==> src/rtl/capture_readout_pkg.sv <==
// rtl/capture_readout_pkg.sv - shared logic-capture types and defaults
// Readout FSM state encoding and default buffer geometry.
package capture_readout_pkg;

  localparam int SAMPLE_W_DEFAULT = 16;
  localparam int ADDR_W_DEFAULT   = 10;

  typedef enum logic [2:0] {
    ST_IDLE      = 3'd0,
    ST_FETCH     = 3'd1,
    ST_WAIT_DATA = 3'd2,
    ST_PRESENT   = 3'd3,
    ST_FINISH    = 3'd4
  } readout_state_t;

endpackage

==> src/rtl/capture_readout.sv <==
// rtl/capture_readout.sv - drains a completed circular capture buffer to the host
// One read in flight at a time: FETCH -> WAIT_DATA -> PRESENT per sample.
module capture_readout
  import capture_readout_pkg::*;
#(
  parameter int SAMPLE_W = SAMPLE_W_DEFAULT,
  parameter int ADDR_W   = ADDR_W_DEFAULT
) (
  input  logic                clk,
  input  logic                reset,
  input  logic                start,
  input  logic                abort,
  input  logic [ADDR_W-1:0]   stop_ptr,
  input  logic [ADDR_W:0]     sample_count,
  output logic                ram_rd_en,
  output logic [ADDR_W-1:0]   ram_rd_addr,
  input  logic [SAMPLE_W-1:0] ram_rd_data,
  output logic [SAMPLE_W-1:0] out_data,
  output logic                out_valid,
  input  logic                out_ready,
  output logic                idle,
  output logic                busy,
  output logic                done
);

  readout_state_t      state;
  logic [ADDR_W:0]     remaining;
  logic [ADDR_W-1:0]   first_addr;
  logic                count_zero;
  logic                last_sample;

  // Oldest sample sits sample_count entries behind the stop pointer, modulo DEPTH.
  assign first_addr  = stop_ptr - sample_count[ADDR_W-1:0];
  assign count_zero  = (sample_count == '0);
  assign last_sample = (remaining == (ADDR_W+1)'(1));

  always_ff @(posedge clk) begin
    if (reset) begin
      state       <= ST_IDLE;
      idle        <= 1'b1;
      busy        <= 1'b0;
      done        <= 1'b0;
      out_valid   <= 1'b0;
      ram_rd_en   <= 1'b0;
      ram_rd_addr <= '0;
      out_data    <= '0;
      remaining   <= '0;
    end else begin
      done      <= 1'b0;
      ram_rd_en <= 1'b0;
      if (abort && (state != ST_IDLE)) begin
        state     <= ST_IDLE;
        idle      <= 1'b1;
        busy      <= 1'b0;
        out_valid <= 1'b0;
        remaining <= '0;
      end else begin
        case (state)
          ST_IDLE: begin
            if (start && !abort) begin
              ram_rd_addr <= first_addr;
              remaining   <= sample_count;
              idle        <= 1'b0;
              busy        <= 1'b1;
              if (count_zero) begin
                state <= ST_FINISH;
              end else begin
                state     <= ST_FETCH;
                ram_rd_en <= 1'b1;
              end
            end
          end
          ST_FETCH: begin
            state <= ST_WAIT_DATA;
          end
          ST_WAIT_DATA: begin
            out_data  <= ram_rd_data;
            out_valid <= 1'b1;
            state     <= ST_PRESENT;
          end
          ST_PRESENT: begin
            if (out_ready) begin
              out_valid   <= 1'b0;
              remaining   <= remaining - (ADDR_W+1)'(1);
              ram_rd_addr <= ram_rd_addr + ADDR_W'(1);
              if (last_sample) begin
                state <= ST_FINISH;
              end else begin
                state     <= ST_FETCH;
                ram_rd_en <= 1'b1;
              end
            end
          end
          ST_FINISH: begin
            done  <= 1'b1;
            state <= ST_IDLE;
            idle  <= 1'b1;
            busy  <= 1'b0;
          end
          default: begin
            state     <= ST_IDLE;
            idle      <= 1'b1;
            busy      <= 1'b0;
            out_valid <= 1'b0;
          end
        endcase
      end
    end
  end

endmodule

==> config.mk <==
export PLATFORM = sky130hd
export DESIGN_NAME = capture_readout
export DESIGN_NICKNAME = d
export VERILOG_FILES = /design/src/rtl/capture_readout_pkg.sv /design/src/rtl/capture_readout.sv
export SDC_FILE = /design/constraint.sdc
export NUM_CORES = 1
export LEC_CHECK = 0
export CORE_UTILIZATION = 52
export DETAILED_ROUTE_END_ITERATION = 10
export PLACE_DENSITY = 0.88
export SYNTH_ARGS = -nofsm -noshare
export SYNTH_HDL_FRONTEND = slang
export SYNTH_SLANG_ARGS = --single-unit
==> constraint.sdc <==
create_clock -name clk -period 5.7 [get_ports clk]
set_input_delay 1.14 -clock clk [delete_from_list [all_inputs] [get_ports clk]]
set_output_delay 1.14 -clock clk [all_outputs]
set_load 0.01 [all_outputs]
Word level (Yosys, flattened, before mapping)
Cells that the tools add are included.
{"block": "op_classes", "bitwise": 3, "muxes": 23, "eq_ne": 7, "reduce_logical": 16, "add_sub_neg": 3}
{"operator": "two-way mux 11 bit", "n": 2}
{"operator": "one-hot mux 11 bit (2 select lines)", "n": 1}
{"operator": "two-way mux 10 bit", "n": 2}
{"operator": "one-hot mux 10 bit (2 select lines)", "n": 1}
{"operator": "two-way mux 3 bit", "n": 4}
{"operator": "one-hot mux 3 bit (4 select lines)", "n": 1}
{"operator": "== test 11 x 1 -> 1 bit, second input constant", "n": 1}
{"operator": "logical NOT 11 bit", "n": 1}
{"operator": "subtractor 11 x 1 -> 11 bit, second input constant", "n": 1}
{"operator": "adder 10 x 1 -> 10 bit, second input constant", "n": 1}
{"operator": "subtractor 10 bit", "n": 1}
{"operator": "two-way mux 1 bit", "n": 8}
{"operator": "AND reduction 2 bit", "n": 4}
{"operator": "== test 3 x 2 -> 1 bit, second input constant", "n": 2}
{"operator": "one-hot mux 1 bit (2 select lines)", "n": 3}
{"operator": "OR reduction 3 bit", "n": 2}
{"operator": "!= test 2 bit, second input constant", "n": 2}
{"operator": "AND reduction 4 bit", "n": 1}
{"operator": "== test 3 x 1 -> 1 bit, second input constant", "n": 1}
{"operator": "== test 3 bit, second input constant", "n": 1}
{"operator": "logical NOT 3 bit", "n": 1}
{"operator": "NOT 1 bit", "n": 3}
{"operator": "one-hot mux 1 bit (3 select lines)", "n": 1}
{"operator": "AND reduction 3 bit", "n": 1}
{"operator": "5 further kinds", "n": 6}
{"block": "totals", "ff_bits": 45, "inputBits": 42, "word_cells": 61}

Longest topological paths before layout
{"block": "depth", "depth_word": 4, "mapped_depth": 8, "depth_no_buf": 8}

Worst setup path before layout
Ideal clock, no wire load.
{"block": "synth_timing", "kind": "input -> register", "start": "input stop_ptr[0]", "end": "register ram_rd_addr[8]", "arrival_ps": 2598, "path_buffers": 0, "required_ps": 5580, "stages": 8, "slack_ps": 2982, "setup_time_ps": 120, "cell_sequence": "inv_1 -> ha_1 -> fa_1 -> nor2b_1 -> o2111a_1 -> nor3_1 -> o2111a_1 -> a211o_1"}
{"block": "synth_between", "elab_chain_cells": 3}
{"item": "start, declared", "line_no": "capture_readout.sv:13", "source": "input logic [ADDR_W-1:0] stop_ptr,"}
{"item": "subtractor 10 bit", "line_no": "capture_readout.sv:33", "source": "assign first_addr = stop_ptr - sample_count[ADDR_W-1:0];"}
{"item": "two-way mux 10 bit", "line_no": "capture_readout.sv:60", "source": "if (start && !abort) begin"}
{"item": "one-hot mux 10 bit (2 select lines)", "line_no": "capture_readout.sv:58", "source": "case (state)"}
{"item": "end signal, assigned", "line_no": "capture_readout.sv:61", "source": "ram_rd_addr <= first_addr;"}
{"item": "end signal, assigned", "line_no": "capture_readout.sv:85", "source": "ram_rd_addr <= ram_rd_addr + ADDR_W'(1);"}
{"item": "end, declared", "line_no": "capture_readout.sv:16", "source": "output logic [ADDR_W-1:0] ram_rd_addr,"}
No other way between the ends. The select of a mux whose other input is x is not followed.
A chain may end at the register's enable or synchronous reset.

Worst setup path in the final report
{"block": "layout_timing", "start": "input sample_count[1]", "end": "register ram_rd_addr[5]"}
{"block": "layout_between", "elab_chain_cells": 3}
{"item": "start, declared", "line_no": "capture_readout.sv:14", "source": "input logic [ADDR_W:0] sample_count,"}
{"item": "subtractor 10 bit", "line_no": "capture_readout.sv:33"}
{"item": "two-way mux 10 bit", "line_no": "capture_readout.sv:60"}
{"item": "one-hot mux 10 bit (2 select lines)", "line_no": "capture_readout.sv:58"}
No other way between the ends. The select of a mux whose other input is x is not followed.

==> run metrics <==
post-synthesis mux area share=0%; cells after synthesis=351; largest family of logic cells by synthesized area=compound AO/OA/AOI/OAI gates; first-pass GRT wire length=11760 um; Synth Area in Adders=6.264%; CTS Buf Count=5; met2 Use GR=46.46%; CTS clk-pin slew, worst paths=90 ps; fin nets=468; status=complete, no violations; Cell Area, Synth=0.002716 mm2; routing usage on met1=35.73%; post-synthesis sequential area ratio=33.16%; Storage cell area=900.9 um2; Die Area=0.005517 mm2; Power Density=233.1 mW/mm2; crit path time final=3048 ps; Post-synth EDFFs=0; fraction of registers with async set/reset=0%; Final Cell Area=0.003591 mm2; dpl hpwl=5337 um; count of final hold-check violations=0; Clock Latency Late Sink=300 ps; Worst-Margin Slew=1025 ps; Power, Total=0.0008371 W; layout cells sized above 1=5.314%; top-count cell post-synth=nand2_1; setup violators final=0; # IOs=73; CTS sink cnt=45; drc violations=0; CP required=5880 ps; grt ovf=0; flops & latches, synth=45; Post-synth top flop=dfxtp_1; CTS root buf=clkbuf_8; CTS Hold Bufs=0; initial DRC count=374; GPL Wtd Cong=0.8644; Worst Path Arrival=3220 ps; Max Root-Sink Buffers=2; number of port buffers=72; die width=74.28 um; Compound-Gate Fraction of Synth Area=29.25%; Core Footprint=0.004880 mm2; wire per inst=15.64 um; gr busiest metal=met2; ANT cells=0; synth warn=0; HP Class=flop to flop; Area Overhead vs Synth=32.20%; Netlist cell types=58; Final Skew=3.015 ps; number of global-route vias before repair=2556; Detailed Routing Iterations Pass 1=5; Slew HR=31.65%; CP max FO=4; area share of the largest cell type after synthesis=33.16%; met3 Resource Use GR=3.388%; dominant cells by area after synthesis=dfxtp_1 33%, nand2_1 7.5%, a21oi_1 7.0%; Max IR drop VDD=176.1 uV; simple-gate share of the synthesized area=24.50%; Vias=3015; fillers=368; CTS tree=yes; Setup Buffers After CTS=0; Hold Slack=459.7 ps; Post-Route WL=7525 um; Antenna Nets Post-Route=0; period utilization=53.48%; final slew viol count=0; post-synthesis xor/xnor area fraction=1.290%; H-Tree Depth=2; Mapped Nets=406; Rows=25; most area-hungry cell type in the Yosys netlist=dfxtp_1; Max Cap Viol=0; crit end category=flop; footprint of the multi-input gates=0.001665 mm2; Sum Neg Setup Slack=0 ps; critical setup path kind=primary input to flop; synthesized area per cell=7.739 um2; DP Area=0.003453 mm2; P_leak=1.313 nW; height of the die=74.28 um; RSZ-0062 raised after global routing=no; CP startpoint kind=primary input; Max Clk Rate=328.1 MHz; Initial Util=55.67%; post-DR vias/cell=6.268; largest net degree at the start of global routing=32; commonest cells in the netlist=54 x nand2_1, 45 x dfxtp_1, 38 x a21oi_1; initial antenna violation count=0; # resized after CTS=0; All-Layer GR Usage=27.37%
[per-stage QoR]
step / util [%] / setup WS (ps) / cells
floorplan: - / 2982 / 351
detailed placement: 70.77 / 2409 / 473
global route: 73.59 / 2535 / 481
finish: 73.59 / 2652 / 481
global placement: 70.77 / 2425 / 473
CTS: 73.59 / 2679 / 481
[worst max-delay path: stages]
cell and delay, ps:
clkdlybuf4s50_1 600, inv_1 80, ha_1 280, nor2b_1 160
o2111ai_1 260, nand2_1 130, xnor2_1 150, a2111oi_0 420
[cells by family (layout without fill, tap and decap cells)]
logic type | Yosys count | count (layout)
compound gates | 121 | 121
xor+xnor | 4 | 4
fa+ha+maj | 13 | 13
buf+inv | 36 | 99
flops | 45 | 45
simple gates | 132 | 132
[path summary, 6_finish.rpt]
check | end | start | cells after the start | slack, ps
max | ram_rd_addr[5] | sample_count[1] | 8 | 2650
min | out_data[14] | out_data[14] | 2 | 460
max reg2reg | ram_rd_addr[5] | state[1] | 3 | 3220
min reg2reg | out_data[14] | out_data[14] | 2 | 460
[flip-flops by register name (all words and copies together) (netlist names)]
| name | flops |
|---|---|
| remaining | 11 |
| out_valid | 1 |
| ram_rd_addr | 10 |
| out_data | 16 |
| done | 1 |
| state | 3 |
| ram_rd_en | 1 |
| idle | 1 |
| busy | 1 |
[layer usage]
metal  routed length (um)  vias up  part of all wire [%]
met5                    0        -                     0
met3                  707       16                   9.4
li1                     -     1420                     -
met1                 3096     1389                    41
met4                  148        0                   2.0
met2                 3572      190                    47
[power breakdown]
part | internal, W | leakage, nW | switching (W) | total [W]
sequential | 0.000331 | 0.366 | 0.0000216 | 0.000352
clock | 0.000176 | 0.0687 | 0.000115 | 0.000291
combinational | 0.0000957 | 0.878 | 0.0000975 | 0.000193
[placed cells by master (no fill, tap or decap), types with 3 or more instances in the layout]
master	n
nor2b_1	3
a211oi_1	6
buf_4	3
and3_1	4
nand2_1	54
inv_1	16
nor2_1	21
a22oi_1	5
or3_1	4
a31oi_1	5
o21a_1	4
dfxtp_1	45
a21o_1	7
nand4_1	6
o21ai_0	23
nor3_1	8
o22ai_1	5
clkdlybuf4s50_1	72
ha_1	12
nor4_1	6
a21oi_1	38
clkbuf_8	5
nand3_1	7
[final cells by class]
cell class                 instances  share of cell area [%]
clock buffer                       5                   1.916
clock inverter                     3                   1.916
inverter                          16                   1.672
multi-input combinational        270                   46.38
sequential                        45                   25.09
tap                               67                   2.334
timing repair buffer              75                   20.70
Power figures use the tool's default switching activity.
